==> src/rtl/pwm_multi.sv <==
// rtl/pwm_multi.sv - multi-channel PWM generator with shared counter and double-buffered settings
//
// Purpose:
//   A single period counter is shared by CHANNELS = 2**CH_BITS outputs. Each
//   channel compares the counter against its own active duty value. The counter
//   runs edge-aligned (0..P) or center-aligned (0..P..1). Period, mode and duty
//   are double-buffered and only move into the active registers at the terminal
//   cycle (TC), or on every cycle while disabled.
//
// Ports:
//   clk_i         clock, rising edge
//   rst_i         asynchronous active-high reset
//   en_i          run enable; when low the counter parks at 0 and outputs idle at pol_i
//   mode_i        0 = edge-aligned, 1 = center-aligned (shadowed)
//   period_i      period setting P (shadowed)
//   wr_en_i       duty write strobe
//   wr_ch_i       channel index for the duty write
//   wr_duty_i     duty value for the duty write
//   pol_i         per-channel output polarity, 1 = inverted (not shadowed)
//   out_o         registered PWM outputs
//   period_end_o  registered one-cycle pulse for the last cycle of each period

module pwm_multi #(
    parameter  int WIDTH    = 8,
    parameter  int CH_BITS  = 2,
    localparam int CHANNELS = 2**CH_BITS
) (
    input  logic                clk_i,
    input  logic                rst_i,
    input  logic                en_i,
    input  logic                mode_i,
    input  logic [WIDTH-1:0]    period_i,
    input  logic                wr_en_i,
    input  logic [CH_BITS-1:0]  wr_ch_i,
    input  logic [WIDTH-1:0]    wr_duty_i,
    input  logic [CHANNELS-1:0] pol_i,
    output logic [CHANNELS-1:0] out_o,
    output logic                period_end_o
);

    localparam logic [WIDTH-1:0] ONE = {{(WIDTH-1){1'b0}}, 1'b1};

    logic [WIDTH-1:0]    cnt_q, cnt_d;
    logic                dir_q, dir_d;      // 0 = counting up, 1 = counting down
    logic [WIDTH-1:0]    per_q;
    logic                mode_q;
    logic [WIDTH-1:0]    shadow_q [CHANNELS];
    logic [WIDTH-1:0]    duty_q   [CHANNELS];
    logic [CHANNELS-1:0] out_q, out_d;
    logic                pe_q, pe_d;

    logic [WIDTH-1:0]    cnt_step;
    logic                dir_step;
    logic                tc;
    logic                load;
    logic [CHANNELS-1:0] raw;

    // Free-running next count, ignoring enable. TC is defined as "next count
    // is zero", which covers P = 0 in both modes without a special case.
    always_comb begin
        cnt_step = '0;
        dir_step = 1'b0;
        if (!mode_q) begin
            cnt_step = (cnt_q == per_q) ? '0 : cnt_q + ONE;
        end else if (per_q == '0) begin
            cnt_step = '0;
        end else if (!dir_q) begin
            if (cnt_q == per_q) begin
                cnt_step = cnt_q - ONE;
                dir_step = 1'b1;
            end else begin
                cnt_step = cnt_q + ONE;
            end
        end else begin
            cnt_step = cnt_q - ONE;
            dir_step = 1'b1;
        end
    end

    assign tc   = (cnt_step == '0);
    // Disabled behaves like a permanent terminal cycle so the first enabled
    // cycle starts at cnt 0 with freshly loaded settings.
    assign load = !en_i || tc;

    always_comb begin
        cnt_d = en_i ? cnt_step : '0;
        dir_d = load ? 1'b0 : dir_step;
        raw   = '0;
        for (int i = 0; i < CHANNELS; i++) begin
            raw[i] = (cnt_q < duty_q[i]);
        end
        out_d = en_i ? (raw ^ pol_i) : pol_i;
        pe_d  = en_i && tc;
    end

    always_ff @(posedge clk_i or posedge rst_i) begin
        if (rst_i) begin
            cnt_q  <= '0;
            dir_q  <= 1'b0;
            per_q  <= '0;
            mode_q <= 1'b0;
            out_q  <= '0;
            pe_q   <= 1'b0;
            for (int i = 0; i < CHANNELS; i++) begin
                shadow_q[i] <= '0;
                duty_q[i]   <= '0;
            end
        end else begin
            cnt_q <= cnt_d;
            dir_q <= dir_d;
            out_q <= out_d;
            pe_q  <= pe_d;
            if (wr_en_i) begin
                shadow_q[wr_ch_i] <= wr_duty_i;
            end
            if (load) begin
                per_q  <= period_i;
                mode_q <= mode_i;
                // A write landing in the load cycle bypasses the shadow so it
                // is not lost for one period.
                for (int i = 0; i < CHANNELS; i++) begin
                    if (wr_en_i && (wr_ch_i == CH_BITS'(i))) begin
                        duty_q[i] <= wr_duty_i;
                    end else begin
                        duty_q[i] <= shadow_q[i];
                    end
                end
            end
        end
    end

    assign out_o        = out_q;
    assign period_end_o = pe_q;

endmodule

==> config.mk <==
export PLATFORM = sky130hd
export DESIGN_NAME = pwm_multi
export DESIGN_NICKNAME = d
export VERILOG_FILES = /design/src/rtl/pwm_multi.sv
export SDC_FILE = /design/constraint.sdc
export NUM_CORES = 1
export LEC_CHECK = 0
export CORE_MARGIN = 4
export CORE_UTILIZATION = 53
export CTS_CLUSTER_DIAMETER = 150
export DETAILED_ROUTE_END_ITERATION = 8
export PLACE_DENSITY_LB_ADDON = 0.3
export SLEW_MARGIN = 40
export SYNTH_ARGS = -nofsm -noshare
export SYNTH_HDL_FRONTEND = slang
export SYNTH_SLANG_ARGS = --single-unit
==> constraint.sdc <==
create_clock -name clk_i -period 3 [get_ports clk_i]
set_input_delay 0.9 -clock clk_i [delete_from_list [all_inputs] [get_ports clk_i]]
set_output_delay 0.9 -clock clk_i [all_outputs]
set_load 0.02 [all_outputs]
# --- Word-level counts from Yosys, hierarchy flattened ---
# Index checks and enable logic that the tools add are counted.
classes:
  eq_ne: 4
  n_reduce_logical: 11
  mux: 19
  addsub: 2
  bitwise_logic: 2
  magnitude_cmp: 6
ops:
  columns: ["operator", "count"]
  rows:
  - ["8-bit 2-to-1 mux", 11]
  - ["32-bit bitwise mux", 1]
  - ["8-bit < comparator", 4]
  - ["8-bit demux with 2-bit select", 1]
  - ["8-bit logical NOT", 2]
  - ["8-bit by 1-bit adder with 8-bit output (second input constant)", 1]
  - ["8-bit == test", 1]
  - ["8-bit by 1-bit subtractor with 8-bit output (second input constant)", 1]
  - ["1-bit logical AND", 6]
  - ["1-bit 2-to-1 mux", 5]
  - ["2-bit == test (second input constant)", 2]
  - ["4-bit 2-to-1 mux", 1]
  - ["4-bit XOR", 1]
  - ["3-bit >= comparator (second input constant)", 1]
  - ["3-bit by 1-bit < comparator with 1-bit output (second input constant)", 1]
  - ["2-bit inverter with 3-bit output", 1]
  - ["2-bit by 1-bit == test with 1-bit output (second input constant)", 1]
  - ["2-bit logical NOT", 1]
  - ["1-bit logical NOT", 1]
  - ["1-bit logical OR", 1]
totals:
  word_cells: 58
  output_inout_bits: 5
  register_bits: 87
  in_bits: 27

# --- Logic depth before layout (Yosys ltp) ---
# Gate-level depths: netlist (run 1).
logic_depth:
  depth_word: 8
  ltp_mapped: 12
  mapped_depth_nobuf: 9

# --- Least setup slack after synthesis (run 1) ---
# No wires, ideal clock.
synth_path:
  path_kind: "reg2reg"
  startpoint: "register cnt_q[4]"
  endpoint: "register duty_q[0] (netlist bit)"
  period_less_slack_ns: 2.671
  required_time_ns: 2.875
  setup_ns: 0.125
  path_buffers: 3
  stages_incl_launch_ff: 12
  arrival_ns: 2.546
  setup_slack_ns: 0.329
  cell_sequence: "dfrtp_1 -> buf_2 -> xor2_1 -> nor4_2 -> and2_1 -> o21ai_1 -> o22a_2 -> nand4b_4 -> o21a_1 -> buf_6 -> buf_8 -> mux2_4"
synth_via:
  elab_chain_len: 7
  word_cells_on_any_way: 10
  cone_classes: "add/sub: 2; eq/ne: 1; mux: 5; reduce/logical: 2"
synth_rtl:
  columns: ["element", "line_no", "text"]
  rows:
  - ["from (decl)", "43", "logic [WIDTH-1:0] cnt_q, cnt_d;"]
  - ["from (signal assigned)", "109", "cnt_q <= cnt_d;"]
  - ["8-bit by 1-bit adder with 8-bit output, or another cell as far along", "64, 72", null]
  - ["8-bit 2-to-1 mux", "68", "if (cnt_q == per_q) begin"]
  - ["8-bit 2-to-1 mux", "67", "end else if (!dir_q) begin"]
  - ["8-bit 2-to-1 mux", "65", "end else if (per_q == '0) begin"]
  - ["8-bit 2-to-1 mux *", "63", "if (!mode_q) begin"]
  - ["8-bit logical NOT *", "80", "assign tc = (cnt_step == '0);"]
  - ["1-bit logical OR *", "83", "assign load = !en_i || tc;"]
  - ["to (signal, indexed assignment)", "123", "duty_q[i] <= wr_duty_i;"]
  - ["to (signal, indexed assignment)", "125", "duty_q[i] <= shadow_q[i];"]
  - ["to (decl)", "48", "logic [WIDTH-1:0] duty_q [CHANNELS];"]
# Mark *: on every way between the ends. The rest lies on a longest branch, timed or not.
# A chain may end at the register's enable or synchronous reset.

# --- Final worst setup path (run 1) ---
layout_path:
  startpoint: "register cnt_q[1]"
  endpoint: "register duty_q[3] (netlist bit)"
# Same word-level chain as after synthesis.

==> flow_summary.ini, run 1 <==
[layout]
drive_above_1_share = 0.282
fin_nets = 465
diodes = 0
finalInstanceArea_um2 = 5350
syn_to_final_growth_pct = 14.8
n_fill_cell = 639
instances_no_fill = 517

[grt]
grt_start_max_net_pins = 88
grt_pass1_vias = 3005
grt_pass1_wl_mm = 14.8
grt.total_usage = 0.189
grt_overflow = 0
antenna_found_initial = 0

[setup_path]
cp.arrival_ps = 3070
cp-end-kind = flip-flop
reg2reg_slack_ps = 170
start_kind = flip-flop
crit_path_end = duty_q[3]$_DFFE_PP0P_
worstPathRequired_ps = 3240
r2r-end = duty_q[3]$_DFFE_PP0P_
crit_type = flip-flop to flip-flop
reg2reg_depth = 9
cp-startpoint = cnt_q[1]$_DFF_PP0_
r2r_start = cnt_q[1]$_DFF_PP0_
path_max_fanout = 21

[logic_synthesis]
synthesis.area_um2 = 4660
synth_ff_type = dfrtp_1
ys_async_sr_fraction = 1.00
ys_seq_elements = 87
yosys_warnings = 0
synth_edf_count = 0
ys_types = 43
synth_seq_area_share = 0.467
avgSynthCellArea_um2 = 12.9
syn_nets = 418
postSynthCellCount = 361

[detailed_routing]
vias = 2814
wirelength_mm = 8.84
first_iter_violations = 83
firstDrtPassIters = 4
viasPerCell = 5.44
ant_nets = 0
drc = 0
wl_per_cell_um = 17.1

[outcome]
outcome = finished, final reports clean

[timing]
period_needed_ps = 2830
tightest_slew_ps = 555
hold_viol = 0
rsz0062_at_grt = no
slew_violations = 0
period_share = 0.943
slew_headroom = 0.629
skew_ps = 13.4
fin_tns_setup_ps = 0
setup_violations = 0
holdWs_ps = 503
fmax_ghz = 0.354

[die]
initial_core_util = 0.556
die-area_um2 = 10400
fp-row-count = 33
die_h_um = 102
fp.dieW_um = 102
ios = 32
core-area_um2 = 8380

[place]
dpl_cell_area_um2 = 5130
gp_congestion = 0.916
post-dp-hpwl_mm = 6.49
place_inst = 502
io_buffers = 31

[clock_tree]
clk_pin_slew_ps = 80
numClockSinks = 87
clk-insertion-delay-late_ps = 360
cts_made_buffers = 9
post_cts_resized = 0
cts_tree = yes
clockRootBuffer = clkbuf_8
postCtsSetupBuffers = 0
cts_hold_buf = 0
cts_max_level = 3
cts_buffer_depth = 2

[power]
power.density_nw_per_um2 = 710
p_clk_frac = 0.223
design_power_total_mw = 3.80
pwr-share-comb = 0.340
swShare = 0.304
power_leakage_nw = 2.58
vdd_drop_max_uv = 301
p_seq_frac = 0.437
p_int_mw = 2.64
p_sw_mw = 1.15

[min_path]
hold_class = flip-flop to flip-flop

[run]
drv_cap = 0
## worst max-delay path, stage by stage, from the launching register on
cell	delay, ps
dfrtp_1	540
inv_1	100
ha_1	350
nor3b_1	370
nor2_1	100
o211ai_1	310
nand4b_4	140
o21a_2	290
buf_12	190
mux2_4	310
## stage by stage
stage,util,setup slack [ps]
floorplan,-,329
global placement,0.612,216
detailed placement,0.612,133
CTS,0.637,116
global route,0.638,4.68
finish,0.638,172
## sequential cells by signal, indices dropped and copies added (netlist names)
signal / cells
duty_q: 32
out_o: 4
cnt_q: 8
shadow_q: 32
period_end_o: 1
per_q: 8
mode_q: 1
dir_q: 1
## cells in the final DEF (no fill, tap or decap), types with 11 or more instances in the layout
cell type | synthesis | layout
nor2_1 | 11 | 11
xor2_1 | 12 | 12
mux2_2 | 33 | 33
dfrtp_1 | 87 | 87
a21oi_1 | 13 | 13
clkdlybuf4s50_1 | 0 | 31
xnor2_1 | 11 | 11
mux2_4 | 39 | 39
ha_1 | 30 | 30
inv_1 | 32 | 31
clkbuf_8 | 0 | 11
buf_4 | 0 | 12
## area by class of cell
cell class | count | area (µm²) | area share
clock buffer | 11 | 151 | 0.0283
clock inverter | 4 | 55.1 | 0.0103
inverter | 32 | 124 | 0.0232
multi-input combinational | 232 | 2250 | 0.420
sequential | 87 | 2180 | 0.407
tap | 105 | 131 | 0.0246
timing repair buffer | 46 | 460 | 0.0861
## synthesized netlist by cell type (2+ instances only)
cell type | n | area, µm²
buf_12 | 3 | 60.1
a21oi_1 | 13 | 65.1
and2_1 | 4 | 25.0
buf_2 | 3 | 15.0
o211ai_1 | 2 | 15.0
ha_1 | 30 | 375
nor2_1 | 11 | 41.3
mux2_2 | 33 | 372
mux2_1 | 2 | 22.5
o22a_2 | 2 | 20.0
nand3b_1 | 3 | 22.5
buf_6 | 3 | 33.8
dfrtp_1 | 87 | 2180
inv_1 | 32 | 120
o21a_1 | 2 | 15.0
o21ai_0 | 4 | 20.0
xnor2_1 | 11 | 96.3
nor4_2 | 2 | 25.0
xor2_1 | 12 | 105
nor3b_1 | 2 | 15.0
nand2_1 | 3 | 11.3
or2_2 | 4 | 25.0
nand2b_1 | 8 | 50.1
nor2b_1 | 6 | 37.5
nor3_1 | 7 | 35.0
o22a_1 | 3 | 26.3
a21o_1 | 9 | 67.6
nand3_1 | 5 | 25.0
nor4_1 | 3 | 18.8
mux2_4 | 39 | 586
## kinds of logic after synthesis
kind of cell / share of synthesized area
xor+xnor: 0.0432
fa+ha+maj: 0.0806
flops: 0.467
mux: 0.212
simple gates: 0.0811
buf+inv: 0.0524
compound gates: 0.0629
## how the worst min path moves through the flow
stage | end | cells after the start | start | slack (ps)
floorplan | duty_q[29]$_DFFE_PP0P_ | 1 | duty_q[29]$_DFFE_PP0P_ | 460
CTS | shadow_q[8]$_DFFE_PP0P_ | 1 | shadow_q[8]$_DFFE_PP0P_ | 500
finish | shadow_q[14]$_DFFE_PP0P_ | 1 | shadow_q[14]$_DFFE_PP0P_ | 500
detailed placement | shadow_q[8]$_DFFE_PP0P_ | 1 | shadow_q[8]$_DFFE_PP0P_ | 480
global placement | shadow_q[8]$_DFFE_PP0P_ | 1 | shadow_q[8]$_DFFE_PP0P_ | 480
global route | shadow_q[27]$_DFFE_PP0P_ | 1 | shadow_q[27]$_DFFE_PP0P_ | 520
## power by group through the flow
stage               Sequential (mW)  Combinational (mW)  Clock, mW
floorplan                      1.64                1.04          0
global placement               1.67                1.24          0
detailed placement             1.68                1.30          0
CTS                            1.66                1.30      0.867
global route                   1.70                1.43      0.912
finish                         1.66                1.29      0.847
## routing by layer
layer / vias to the layer above / part of all wire / global-route usage / wire length, µm
met5: - / 0 / 0 / 0
met4: 0 / 0.015 / 0.0685 / 137
met3: 12 / 0.031 / 0.0317 / 270
met2: 43 / 0.48 / 0.301 / 4240
met1: 1417 / 0.47 / 0.260 / 4200
li1: 1342 / - / - / -
(Power assumes the default switching activity.)
==> inputs of run 2 (changes only) <==
Settings changed: ABC_AREA set to 1, TNS_END_PERCENT set to 5.
==> run 2 against run 1 <==
Highest routed layer unchanged. Synthesized cell count up 54%. Area after synthesis down 1.6%. Power up 15%. Die area down 1.5%. Clock-buffer cell count down 1. Global-route usage up 2.5 points. Combinational power up 42%. Maximum frequency up 8.2%. Critical endpoint is now duty_q[15]$_DFFE_PP0P_. Clock power down 9.2%. Wire length up 14%.
==> flow_summary.ini, run 2 <==
[setup_path]
worstPathRequired_ps = 3310
cp-end-kind = flip-flop
cp.arrival_ps = 2920
crit_type = flip-flop to flip-flop
crit_path_max_incr_delay_ps = 570
path_max_fanout = 42
start_kind = flip-flop
cp-startpoint = cnt_q[5]$_DFF_PP0_
crit_top_cell = nand2_1
crit_chain = inv_2 -> nand2_1 -> nand2_1 -> nand2_1 -> nor2_2 -> nand2_4 -> nand2_4 -> nand2_1 -> o21ai_2 -> nand2_1 -> nor2_2 -> nand2_4 -> nand2_4 -> nand2_1 -> nand2_1
slowest_stage = dfrtp_1
r2r_start = cnt_q[5]$_DFF_PP0_

[place]
io_buffers = 31
post-dp-hpwl_mm = 7.28
place_inst = 677
gp_congestion = 0.922

[die]
initial_core_util = 0.552
fp.dieW_um = 101
core-area_um2 = 8300
fp-row-count = 33
die_h_um = 101
ios = 32
die-area_um2 = 10200

[power]
p_sw_mw = 1.86
p_seq_frac = 0.406
vdd_drop_max_uv = 330
pwr-share-comb = 0.419
power.density_nw_per_um2 = 850
swShare = 0.424
p_int_mw = 2.52
power_leakage_nw = 2.72
p_clk_frac = 0.176

[logic_synthesis]
postSynthCellCount = 557
ys_types = 32
synth_ff_type = dfrtp_1
synth_edf_count = 0
synth_area_leader_cell = dfrtp_1
synth_seq_area_share = 0.475
synth_top_area_share = 0.475
synth.area.top_cells = dfrtp_1, nand2_1, ha_1
ys_top_cells_by_count = nand2_1, dfrtp_1, inv_1
syn_nets = 614
avgSynthCellArea_um2 = 8.23
ys_async_sr_fraction = 1.00
yosys_warnings = 0
synth_most_common_cell = nand2_1
ys_seq_elements = 87
synthesis.area_um2 = 4580

[detailed_routing]
wl_per_cell_um = 14.5
vias = 3740
firstDrtPassIters = 5
first_iter_violations = 258
drc = 0
viasPerCell = 5.40
wirelength_mm = 10.0
ant_nets = 0

[clock_tree]
post_cts_resized = 0
numClockSinks = 87
cts_tree = yes
cts_hold_buf = 0
clockRootBuffer = clkbuf_8
clk_pin_slew_ps = 100
cts_max_level = 3
cts_buffer_depth = 2
cts_made_buffers = 9
postCtsSetupBuffers = 0
clk-insertion-delay-late_ps = 360

[layout]
layout.cells.most_common = nand2_1
fin_nets = 640
drive_above_1_share = 0.0646
syn_to_final_growth_pct = 12.4
diodes = 0
instances_no_fill = 693
layout_common_cells = nand2_1, dfrtp_1, inv_1
reg_top3 = duty_q (32), shadow_q (32)

[timing]
slew_headroom = 0.581
period_needed_ps = 2610
fin_tns_setup_ps = 0
rsz0062_at_grt = no
tightest_slew_ps = 628
period_share = 0.871
fmax_ghz = 0.383
skew_ps = 10.5
slew_violations = 0
hold_viol = 0
setup_violations = 0

[grt]
antenna_found_initial = 0
grt_start_max_net_pins = 43
grt.total_usage = 0.213
grt_overflow = 0
grt_pass1_vias = 3602
grt_pass1_wl_mm = 17.2

[outcome]
outcome = finished, final reports clean

[min_path]
hp-start = shadow_q[10]$_DFFE_PP0P_
hold_class = flip-flop to flip-flop

[run]
drv_cap = 0
[run 2: changes by cell type in the layout (fill, tap and decap cells not counted), moves of 20 or more]
cell / before / now
inv_1: 31 / 58
o21ai_0: 4 / 39
nand2_1: 3 / 172
nor2_1: 11 / 31
mux2_4: 39 / 0
mux2_2: 33 / 0
nand3_1: 5 / 55
[run 2: logic make-up after synthesis]
group | synth area share
fa+ha+maj | 0.0819
buf+inv | 0.0778
compound gates | 0.0811
flops | 0.475
xor+xnor | 0.0268
simple gates | 0.257
[run 2: path summary, 6_finish.rpt]
| path | to | slack, ps | cells after the start |
|---|---|---|---|
| worst max-delay path | duty_q[15]$_DFFE_PP0P_ | 390 | 15 |
| worst min register to register | shadow_q[10]$_DFFE_PP0P_ | 510 | 2 |
| min in group asynchronous | shadow_q[26]$_DFFE_PP0P_ | 960 | 2 |
| worst min-delay path | shadow_q[10]$_DFFE_PP0P_ | 510 | 2 |
| max in group asynchronous | duty_q[16]$_DFFE_PP0P_ | 1480 | 3 |
| worst max register to register | duty_q[15]$_DFFE_PP0P_ | 390 | 15 |
[run 2: cell type report]
class	count	area (µm²)
Multi-Input combinational cell	386	2050
Fill cell	709	3150
Timing Repair Buffer	36	373
Clock buffer	10	128
Clock inverter	6	53.8
Inverter	63	240
Tap cell	105	131
Sequential cell	87	2180
[run 2: per-layer routing]
| metal | share of wire | GRT usage | routed length, µm |
|---|---|---|---|
| met5 | 0 | 0 | 0 |
| met1 | 0.45 | 0.294 | 4540 |
| met3 | 0.056 | 0.0304 | 563 |
| met2 | 0.47 | 0.340 | 4720 |
| met4 | 0.022 | 0.0859 | 221 |
[run 2: metrics by stage]
step | power (mW) | hold WS [ps] | area (µm²) | utilization | worst slack, ps
after global routing | 4.75 | 536 | 5150 | 0.621 | 144
after floorplan | 3.18 | 462 | 4590 | - | 998
final | 4.38 | 514 | 5150 | 0.621 | 386
after CTS | 4.41 | 512 | 5150 | 0.621 | 412
after detailed placement | 3.64 | 490 | 4970 | 0.599 | 403
after global placement | 3.54 | 481 | 4970 | 0.599 | 477
[run 2: power groups by stage]
| stage | clock network [mW] | logic (mW) | registers [mW] |
|---|---|---|---|
| after floorplan | 0 | 1.44 | 1.74 |
| after global placement | 0 | 1.75 | 1.78 |
| after detailed placement | 0 | 1.85 | 1.79 |
| after CTS | 0.786 | 1.85 | 1.77 |
| after global routing | 0.837 | 2.10 | 1.81 |
| final | 0.769 | 1.83 | 1.78 |
[run 2: critical path: cells and delay by family (launching register included)]
family	cells	cell delay, ps
buffers and inverters	1	180
AOI/OAI and AO/OA	1	170
and+or+nand+nor	13	1600
DFF	1	570
